**src/rtl/tlb_cmd_ctrl_if.sv**
```systemverilog
// Bundle of the command, TLB-array and CSR-response signals around tlb_cmd_ctrl.
// The slave modport is the controller's view; the master modport is the surrounding pipeline/array/CSR view.
interface tlb_cmd_ctrl_if #(
  parameter int TLBNUM = 16,
  parameter int ENTW   = 89
);
  localparam int IW = $clog2(TLBNUM);

  // Handshakes: a transfer happens on a rising edge where valid && ready are both 1;
  // the sender keeps valid and its payload stable until that edge, and ready may not
  // depend combinationally on valid.
  logic            req_valid;
  logic            req_ready;
  logic [2:0]      req_op;
  logic [IW-1:0]   req_index;
  logic [ENTW-1:0] req_entry;
  logic [18:0]     req_vppn;
  logic [9:0]      req_asid;
  logic [4:0]      req_inv_op;

  logic [18:0]     tlb_s_vppn;
  logic [9:0]      tlb_s_asid;
  logic            tlb_s_found;
  logic [IW-1:0]   tlb_s_index;
  logic [IW-1:0]   tlb_r_index;
  logic [ENTW-1:0] tlb_r_entry;
  logic            tlb_we;
  logic [IW-1:0]   tlb_w_index;
  logic [ENTW-1:0] tlb_w_entry;
  logic            invtlb_valid;
  logic [4:0]      invtlb_op;

  logic            resp_valid;
  logic            resp_ready;
  logic [2:0]      resp_op;
  logic            resp_found;
  logic [IW-1:0]   resp_index;
  logic [ENTW-1:0] resp_entry;
  logic            resp_err;

  logic [1:0]      dbg_state;

  modport slave (
    input  req_valid, req_op, req_index, req_entry, req_vppn, req_asid, req_inv_op,
    output req_ready,
    output tlb_s_vppn, tlb_s_asid, tlb_r_index, tlb_we, tlb_w_index, tlb_w_entry,
    output invtlb_valid, invtlb_op,
    input  tlb_s_found, tlb_s_index, tlb_r_entry,
    output resp_valid, resp_op, resp_found, resp_index, resp_entry, resp_err,
    input  resp_ready,
    output dbg_state
  );

  modport master (
    output req_valid, req_op, req_index, req_entry, req_vppn, req_asid, req_inv_op,
    input  req_ready,
    input  tlb_s_vppn, tlb_s_asid, tlb_r_index, tlb_we, tlb_w_index, tlb_w_entry,
    input  invtlb_valid, invtlb_op,
    output tlb_s_found, tlb_s_index, tlb_r_entry,
    input  resp_valid, resp_op, resp_found, resp_index, resp_entry, resp_err,
    output resp_ready,
    input  dbg_state
  );
endinterface

```
**src/rtl/tlb_cmd_ctrl.sv**
```systemverilog
// Sequencer for TLBSRCH/TLBRD/TLBWR/TLBFILL/INVTLB: accept, drive the array for one cycle,
// then hold the result until the CSR side takes it. Also owns the free-running fill counter.
module tlb_cmd_ctrl #(
  parameter int TLBNUM = 16,
  parameter int ENTW   = 89
) (
  input logic          clk,
  input logic          resetn,
  tlb_cmd_ctrl_if.slave bus
);
  localparam int IW = $clog2(TLBNUM);

  localparam logic [2:0] OP_SRCH = 3'd1;
  localparam logic [2:0] OP_RD   = 3'd2;
  localparam logic [2:0] OP_WR   = 3'd3;
  localparam logic [2:0] OP_FILL = 3'd4;
  localparam logic [2:0] OP_INV  = 3'd5;

  typedef enum logic [1:0] {
    S_IDLE  = 2'd0,
    S_ISSUE = 2'd1,
    S_RESP  = 2'd2
  } state_e;

  state_e          state_q;
  logic [IW-1:0]   fill_cnt_q, fill_cnt_d;
  logic [2:0]      op_q;
  logic [IW-1:0]   idx_q;
  logic            err_q;
  logic            illegal_c;

  logic            req_ready_q;
  logic [18:0]     s_vppn_q;
  logic [9:0]      s_asid_q;
  logic [IW-1:0]   r_index_q;
  logic            we_q;
  logic [IW-1:0]   w_index_q;
  logic [ENTW-1:0] w_entry_q;
  logic            inv_valid_q;
  logic [4:0]      inv_op_q;
  logic            resp_valid_q;
  logic [2:0]      resp_op_q;
  logic            resp_found_q;
  logic [IW-1:0]   resp_index_q;
  logic [ENTW-1:0] resp_entry_q;
  logic            resp_err_q;

  always_comb begin
    fill_cnt_d = (fill_cnt_q == IW'(TLBNUM - 1)) ? '0 : fill_cnt_q + 1'b1;
    illegal_c  = (bus.req_op < OP_SRCH) || (bus.req_op > OP_INV) ||
                 ((bus.req_op == OP_INV) && (bus.req_inv_op > 5'd6));
  end

  always_ff @(posedge clk or negedge resetn) begin
    if (!resetn) begin
      state_q      <= S_IDLE;
      fill_cnt_q   <= '0;
      op_q         <= '0;
      idx_q        <= '0;
      err_q        <= 1'b0;
      req_ready_q  <= 1'b1;
      s_vppn_q     <= '0;
      s_asid_q     <= '0;
      r_index_q    <= '0;
      we_q         <= 1'b0;
      w_index_q    <= '0;
      w_entry_q    <= '0;
      inv_valid_q  <= 1'b0;
      inv_op_q     <= '0;
      resp_valid_q <= 1'b0;
      resp_op_q    <= '0;
      resp_found_q <= 1'b0;
      resp_index_q <= '0;
      resp_entry_q <= '0;
      resp_err_q   <= 1'b0;
    end else begin
      fill_cnt_q <= fill_cnt_d;
      case (state_q)
        S_IDLE: begin
          if (bus.req_valid) begin
            state_q     <= S_ISSUE;
            req_ready_q <= 1'b0;
            op_q        <= bus.req_op;
            err_q       <= illegal_c;
            if (bus.req_op == OP_FILL)
              idx_q <= fill_cnt_q;
            else if ((bus.req_op == OP_RD) || (bus.req_op == OP_WR))
              idx_q <= bus.req_index;
            else
              idx_q <= '0;
            // Port drive for the ISSUE cycle is registered here so it appears exactly then.
            if (!illegal_c) begin
              case (bus.req_op)
                OP_SRCH: begin
                  s_vppn_q <= bus.req_vppn;
                  s_asid_q <= bus.req_asid;
                end
                OP_RD: r_index_q <= bus.req_index;
                OP_WR, OP_FILL: begin
                  we_q      <= 1'b1;
                  w_index_q <= (bus.req_op == OP_FILL) ? fill_cnt_q : bus.req_index;
                  w_entry_q <= bus.req_entry;
                end
                OP_INV: begin
                  inv_valid_q <= 1'b1;
                  inv_op_q    <= bus.req_inv_op;
                  s_vppn_q    <= bus.req_vppn;
                  s_asid_q    <= bus.req_asid;
                end
                default: ;
              endcase
            end
          end
        end
        S_ISSUE: begin
          state_q      <= S_RESP;
          s_vppn_q     <= '0;
          s_asid_q     <= '0;
          r_index_q    <= '0;
          we_q         <= 1'b0;
          w_index_q    <= '0;
          w_entry_q    <= '0;
          inv_valid_q  <= 1'b0;
          inv_op_q     <= '0;
          resp_valid_q <= 1'b1;
          resp_op_q    <= op_q;
          resp_err_q   <= err_q;
          resp_found_q <= 1'b0;
          resp_index_q <= idx_q;
          resp_entry_q <= '0;
          if (!err_q) begin
            if (op_q == OP_SRCH) begin
              resp_found_q <= bus.tlb_s_found;
              resp_index_q <= bus.tlb_s_index;
            end else if ((op_q == OP_RD) && bus.tlb_r_entry[ENTW-1]) begin
              // An invalid entry reads back as all zero with found clear.
              resp_found_q <= 1'b1;
              resp_entry_q <= bus.tlb_r_entry;
            end
          end
        end
        S_RESP: begin
          if (bus.resp_ready) begin
            state_q      <= S_IDLE;
            resp_valid_q <= 1'b0;
            req_ready_q  <= 1'b1;
          end
        end
        default: state_q <= S_IDLE;
      endcase
    end
  end

  assign bus.req_ready    = req_ready_q;
  assign bus.tlb_s_vppn   = s_vppn_q;
  assign bus.tlb_s_asid   = s_asid_q;
  assign bus.tlb_r_index  = r_index_q;
  assign bus.tlb_we       = we_q;
  assign bus.tlb_w_index  = w_index_q;
  assign bus.tlb_w_entry  = w_entry_q;
  assign bus.invtlb_valid = inv_valid_q;
  assign bus.invtlb_op    = inv_op_q;
  assign bus.resp_valid   = resp_valid_q;
  assign bus.resp_op      = resp_op_q;
  assign bus.resp_found   = resp_found_q;
  assign bus.resp_index   = resp_index_q;
  assign bus.resp_entry   = resp_entry_q;
  assign bus.resp_err     = resp_err_q;
  assign bus.dbg_state    = state_q;
endmodule

```
**src/flat_wrapper.sv**
```systemverilog
// flat-port wrapper written by rule: the top's interface ports become plain ports
module tlb_cmd_ctrl_flat 
#(
  parameter int TLBNUM = 16,
  parameter int ENTW   = 89
)
  (clk, resetn, bus_req_valid, bus_req_op, bus_req_index, bus_req_entry, bus_req_vppn, bus_req_asid, bus_req_inv_op, bus_req_ready, bus_tlb_s_vppn, bus_tlb_s_asid, bus_tlb_r_index, bus_tlb_we, bus_tlb_w_index, bus_tlb_w_entry, bus_invtlb_valid, bus_invtlb_op, bus_tlb_s_found, bus_tlb_s_index, bus_tlb_r_entry, bus_resp_valid, bus_resp_op, bus_resp_found, bus_resp_index, bus_resp_entry, bus_resp_err, bus_resp_ready, bus_dbg_state);
  tlb_cmd_ctrl_if #(.TLBNUM(TLBNUM), .ENTW(ENTW)) bus_i ();
  input logic clk;
  input logic resetn;
  input wire logic [$bits(bus_i.req_valid)-1:0] bus_req_valid;
  input wire logic [$bits(bus_i.req_op)-1:0] bus_req_op;
  input wire logic [$bits(bus_i.req_index)-1:0] bus_req_index;
  input wire logic [$bits(bus_i.req_entry)-1:0] bus_req_entry;
  input wire logic [$bits(bus_i.req_vppn)-1:0] bus_req_vppn;
  input wire logic [$bits(bus_i.req_asid)-1:0] bus_req_asid;
  input wire logic [$bits(bus_i.req_inv_op)-1:0] bus_req_inv_op;
  output wire logic [$bits(bus_i.req_ready)-1:0] bus_req_ready;
  output wire logic [$bits(bus_i.tlb_s_vppn)-1:0] bus_tlb_s_vppn;
  output wire logic [$bits(bus_i.tlb_s_asid)-1:0] bus_tlb_s_asid;
  output wire logic [$bits(bus_i.tlb_r_index)-1:0] bus_tlb_r_index;
  output wire logic [$bits(bus_i.tlb_we)-1:0] bus_tlb_we;
  output wire logic [$bits(bus_i.tlb_w_index)-1:0] bus_tlb_w_index;
  output wire logic [$bits(bus_i.tlb_w_entry)-1:0] bus_tlb_w_entry;
  output wire logic [$bits(bus_i.invtlb_valid)-1:0] bus_invtlb_valid;
  output wire logic [$bits(bus_i.invtlb_op)-1:0] bus_invtlb_op;
  input wire logic [$bits(bus_i.tlb_s_found)-1:0] bus_tlb_s_found;
  input wire logic [$bits(bus_i.tlb_s_index)-1:0] bus_tlb_s_index;
  input wire logic [$bits(bus_i.tlb_r_entry)-1:0] bus_tlb_r_entry;
  output wire logic [$bits(bus_i.resp_valid)-1:0] bus_resp_valid;
  output wire logic [$bits(bus_i.resp_op)-1:0] bus_resp_op;
  output wire logic [$bits(bus_i.resp_found)-1:0] bus_resp_found;
  output wire logic [$bits(bus_i.resp_index)-1:0] bus_resp_index;
  output wire logic [$bits(bus_i.resp_entry)-1:0] bus_resp_entry;
  output wire logic [$bits(bus_i.resp_err)-1:0] bus_resp_err;
  input wire logic [$bits(bus_i.resp_ready)-1:0] bus_resp_ready;
  output wire logic [$bits(bus_i.dbg_state)-1:0] bus_dbg_state;
  assign bus_i.req_valid = bus_req_valid;
  assign bus_i.req_op = bus_req_op;
  assign bus_i.req_index = bus_req_index;
  assign bus_i.req_entry = bus_req_entry;
  assign bus_i.req_vppn = bus_req_vppn;
  assign bus_i.req_asid = bus_req_asid;
  assign bus_i.req_inv_op = bus_req_inv_op;
  assign bus_req_ready = bus_i.req_ready;
  assign bus_tlb_s_vppn = bus_i.tlb_s_vppn;
  assign bus_tlb_s_asid = bus_i.tlb_s_asid;
  assign bus_tlb_r_index = bus_i.tlb_r_index;
  assign bus_tlb_we = bus_i.tlb_we;
  assign bus_tlb_w_index = bus_i.tlb_w_index;
  assign bus_tlb_w_entry = bus_i.tlb_w_entry;
  assign bus_invtlb_valid = bus_i.invtlb_valid;
  assign bus_invtlb_op = bus_i.invtlb_op;
  assign bus_i.tlb_s_found = bus_tlb_s_found;
  assign bus_i.tlb_s_index = bus_tlb_s_index;
  assign bus_i.tlb_r_entry = bus_tlb_r_entry;
  assign bus_resp_valid = bus_i.resp_valid;
  assign bus_resp_op = bus_i.resp_op;
  assign bus_resp_found = bus_i.resp_found;
  assign bus_resp_index = bus_i.resp_index;
  assign bus_resp_entry = bus_i.resp_entry;
  assign bus_resp_err = bus_i.resp_err;
  assign bus_i.resp_ready = bus_resp_ready;
  assign bus_dbg_state = bus_i.dbg_state;
  tlb_cmd_ctrl #(.TLBNUM(TLBNUM), .ENTW(ENTW)) u_core (.clk(clk), .resetn(resetn), .bus(bus_i));
endmodule
```
**config.mk**
```make
export PLATFORM = sky130hd
export DESIGN_NAME = tlb_cmd_ctrl_flat
export DESIGN_NICKNAME = d
export VERILOG_FILES = /design/src/rtl/tlb_cmd_ctrl_if.sv /design/src/rtl/tlb_cmd_ctrl.sv /design/src/flat_wrapper.sv
export SDC_FILE = /design/constraint.sdc
export NUM_CORES = 1
export LEC_CHECK = 0
export BUFFER_PORTS_ARGS = -buffer_cell sky130_fd_sc_hd__buf_2
export CORE_AREA = 8 8 173 175
export DETAILED_ROUTE_END_ITERATION = 7
export DIE_AREA = 0 0 181 183
export REMOVE_ABC_BUFFERS = 1
export SLEW_MARGIN = 0
export SYNTH_ARGS = -nofsm -noshare
export SYNTH_HDL_FRONTEND = slang
export SYNTH_SLANG_ARGS = --single-unit
```
**constraint.sdc**
```tcl
create_clock -name clk -period 1.9 [get_ports clk]
set_clock_uncertainty 0.05 [all_clocks]
set_input_delay 0.285 -clock clk [delete_from_list [all_inputs] [get_ports clk]]
set_output_delay 0.285 -clock clk [all_outputs]
set_load 0.02 [all_outputs]
```
==> impl_results.md <==
- Status: finished clean
- First-pass GRT wire length: 54.5 mm
- Number of max-slew violations in the final report: 0
- Switching power total: 0.00818 W
- Post-synthesis cell type count: 41
- Reg2Reg Capture Point: u_core.bus.resp_entry[30]$_DFFE_PN0P_
- Share of post-route cells with drive strength above 1: a little under two fifths
- Reg2reg path depth: 4
- GR Overflow Total: 0
- Hold path depth: 3
- Final net count: 1731
- Static Leakage: a little over 8 nW
- Routed wire length per instance: ~19 um
- Routability congestion estimate: 0.796
- Data required, critical path: approximately 1.6 ns
- Pre-CTS worst setup slack: -0.0857 ns
- DRC violation count after routing: 0
- IO Port Bufs: ~460
- Worst Hold Slack: between 0.015 and 0.02 ns
- Clock tree from TritonCTS: done
- Flip-flop and latch count after synthesis: 247
- Antenna violations before repair: 1
- Flop2flop setup slack: around 0.12 ns
- Site Rows: 61
- CP arrival: approximately 1.5 ns
- Vias per inst: just under 5
- Clock latency of the later-clocked register in the worst-skew pair: 0.53 ns
- Relative slew margins: 60.2%
- Internal cell power: 0.0131 W
- Placeable core area: between 20000 and 30000 um2
- Largest vdd supply drop: 0.000670 V
- Clock H-tree levels: 1
- Proportion of total power due to net switching: between 30% and 40%
- Cells after synthesis: between 800 and 900
- Detailed Place HPWL: 24.3 mm
- Master cell of the clock root buffer: sky130_fd_sc_hd__clkbuf_16
- Count of final setup violators: 0
- TritonCTS sink count: about 250
- Worst Hold End: u_core.bus.tlb_w_entry[75]$_DFFE_PN0P_
- Part of the total power dissipated in the clock network: 25.0%
- Sequential share of the synthesized area: roughly two thirds
- Via count of the first global-routing pass: 9495
- Reported max-cap violation count: 0
- Least-Margin Pin Slew: approximately 0.6 ns
- Setup WS post-layout: 0.120 ns
- Remaining antenna violation count: 0
- Pwr Density: ~1400 nW/um2
- Synthesis-to-finish area growth: 64.2%
- Initial Utilization: 34.6%
- Shortest clock period the worst path allows after layout: about 1.8 ns
- Aggregate routed wire length: roughly 35 mm
- Worst setup path class: flip-flop to primary output
- Highest net fanout along the worst path: 6
- Post-CTS clock slew at the launch and capture registers of the worst setup and hold paths: ~0.060 ns
- Pin count of the biggest net entering global routing: just over 90
- Maximum frequency from static timing analysis: between 0.5 and 0.6 GHz
- Min-Delay Startpoint: bus_req_entry[75]
- Floorplan die width: 181 um
- Mean cell area of the mapped netlist: 11.7 um2
- Vert. Die Dim: 183 um
- Ports placed on the boundary: 463
- Class of the worst hold path: input port to flip-flop
- Share of the clock period used by the worst path after layout: 93.7%
- Warnings, synthesis: 0
- Drt first-iter violations: 497
- Netlist area before placement: around 9500 um2
- Maximum number of buffers from clock root to sink: 3
- Worst Setup Start Kind: flip-flop
- Detailed-routing iteration count for the pre-antenna-repair pass: 5
- Routed vias: 9019
- Share of power burned in registers: 36.4%
- Unrepaired setup endpoints after global routing: no
- GRT Resource Usage Total: ~20%
- Number of endpoints with negative hold slack in the final report: 0
- Reg-to-Reg Start: u_core.bus.dbg_state[1]$_DFFE_PN0P_
- Category of the worst setup path capture point: primary output
- Die Area: ~33000 um2
- Num CTS Buffers: 26
- Fraction of power consumed by combinational cells: 38.6%
-- logic make-up (layout without fill, tap and decap cells) --
family | count (synthesis) | after routing | synth area share, %
flops | 247 | 247 | 65.3
buf+inv | 71 | 778 | 3.65
compound gates | 248 | 248 | 19.3
other cells | 0 | 1 | 0
simple gates | 232 | 232 | 10.2
mux | 12 | 12 | 1.32
xor+xnor | 1 | 1 | 0.0926
fa+ha+maj | 1 | 1 | 0.132
-- Yosys cell counts (all sizes together) --
cell	instances	area (um2)
nor3b	2	20.0
a22oi	5	37.5
xor2	1	8.76
a31oi	2	12.5
dfstp	1	26.3
ha	1	12.5
mux2	4	45.0
o41ai	1	27.5
inv	6	22.5
o21ba	1	10.0
o21a	1	7.51
a21oi	3	15.0
nand3b	2	15.0
o31ai	4	30.0
nand3	2	10.0
o21ai	104	539
a32o	32	320
nand4	1	6.26
nand2b	2	12.5
clkbuf	44	168
mux2i	8	80.1
nand2	209	785
a21o	2	15.0
nor4b	2	30.0
and3b	1	8.76
nor3	1	5.00
nor2b	3	18.8
nor4	1	21.3
dfrtp	246	6160
o21bai	1	7.51
and2	2	12.5
a22o	92	806
or3	1	6.26
buf	21	155
nor2	3	11.3
-- worst max-delay path, cell delays in order, from the launching register on --
cell and delay [ns]:
sky130_fd_sc_hd__dfrtp_1 0.54, sky130_fd_sc_hd__buf_4 0.21, sky130_fd_sc_hd__buf_2 0.17
-- registers in the layout, indices dropped and copies added, names as in the netlist, 2 cells and up --
register,count
u_core.bus.resp_index,4
u_core.bus.tlb_w_entry,89
u_core.bus.tlb_s_asid,10
u_core.bus.invtlb_op,5
u_core.bus.dbg_state,2
u_core.idx_q,4
u_core.bus.tlb_s_vppn,19
u_core.bus.tlb_r_index,4
u_core.bus.resp_op,3
u_core.op_q,3
u_core.fill_cnt_q,4
u_core.bus.tlb_w_index,4
u_core.bus.resp_entry,89
-- power by group through the flow --
stage	sequential [W]	combinational, W	clock, W
2_1_floorplan	0.00918	0.00205	0
3_3_place_gp	0.00776	0.00775	0
3_5_place_dp	0.00778	0.00786	0
4_1_cts	0.00771	0.00823	0.00548
5_1_grt	0.00791	0.00893	0.00568
6_report	0.00772	0.00821	0.00532
-- how the worst max path moves through the flow --
stage	from	to	depth (start not counted)
6_report	u_core.bus.dbg_state[0]$_DFFE_PN0P_	bus_dbg_state[0]	2
5_1_grt	u_core.bus.dbg_state[1]$_DFFE_PN0P_	u_core.bus.tlb_w_entry[25]$_DFFE_PN0P_	5
4_1_cts	u_core.bus.dbg_state[0]$_DFFE_PN0P_	bus_dbg_state[0]	2
3_5_place_dp	bus_req_op[1]	u_core.bus.tlb_s_vppn[11]$_DFFE_PN0P_	7
3_3_place_gp	bus_req_op[1]	u_core.bus.tlb_s_vppn[11]$_DFFE_PN0P_	7
2_1_floorplan	u_core.bus.dbg_state[0]$_DFFE_PN0P_	u_core.bus.resp_entry[0]$_DFFE_PN0P_	3
-- layout make-up --
cell class                 count  area, um2
antenna                        1       2.50
clock inverter                13        181
clock buffer                  32        714
inverter                       6       22.5
timing repair buffer         727       5050
multi-input combinational    494       2950
tap                          346        433
fill                        2244      11800
sequential                   247       6180
-- placed cells by master (no fill, tap or decap), drive strengths merged, types with 2 or more instances in the layout --
| cell type | netlist | layout |
|---|---|---|
| a21oi | 3 | 3 |
| nor4b | 2 | 2 |
| nor2 | 3 | 3 |
| dfrtp | 246 | 246 |
| o21ai | 104 | 104 |
| inv | 6 | 6 |
| and2 | 2 | 2 |
| clkinv | 0 | 7 |
| mux2i | 8 | 8 |
| nand3b | 2 | 2 |
| clkbuf | 44 | 32 |
| a21o | 2 | 2 |
| dlygate4sd3 | 0 | 215 |
| nor3b | 2 | 2 |
| nand2 | 209 | 209 |
| nor2b | 3 | 3 |
| a32o | 32 | 32 |
| mux2 | 4 | 4 |
| clkinvlp | 0 | 2 |
| a22o | 92 | 92 |
| nand2b | 2 | 2 |
| nand3 | 2 | 2 |
| buf | 21 | 512 |
| bufinv | 0 | 4 |
| o31ai | 4 | 4 |
| a22oi | 5 | 5 |
| a31oi | 2 | 2 |
-- layer usage --
metal	up-vias	GRT usage [%]	part of all wire [%]
met5	-	0	0
met4	0	6.95	3.3
met1	4290	24.9	41
li1	4250	-	-
met2	415	33.6	48
met3	64	6.47	8.5
-- stage by stage --
| stage | instance area [um2] | TNS [ns] | utilization (%) | std cells | power, W |
|---|---|---|---|---|---|
| final | 15500 | 0 | 56.9 | 1866 | 0.0212 |
| after global routing | 15500 | 0 | 56.9 | 1866 | 0.0225 |
| after CTS | 15500 | 0 | 56.8 | 1865 | 0.0214 |
| after detailed placement | 12500 | -1.74 | 45.6 | 1605 | 0.0156 |
| after global placement | 12500 | -1.89 | 45.6 | 1605 | 0.0155 |
| after floorplan | 9140 | -916.67 | - | 747 | 0.0112 |
-- timing repair --
item	CTS	global route
endpoints found under the setup margin	0	2
hold buffers	215	0
resized for setup	0	3
buffers inserted	0	0
hold endpoints to repair	272	0
Power figures use the tool's default switching activity.
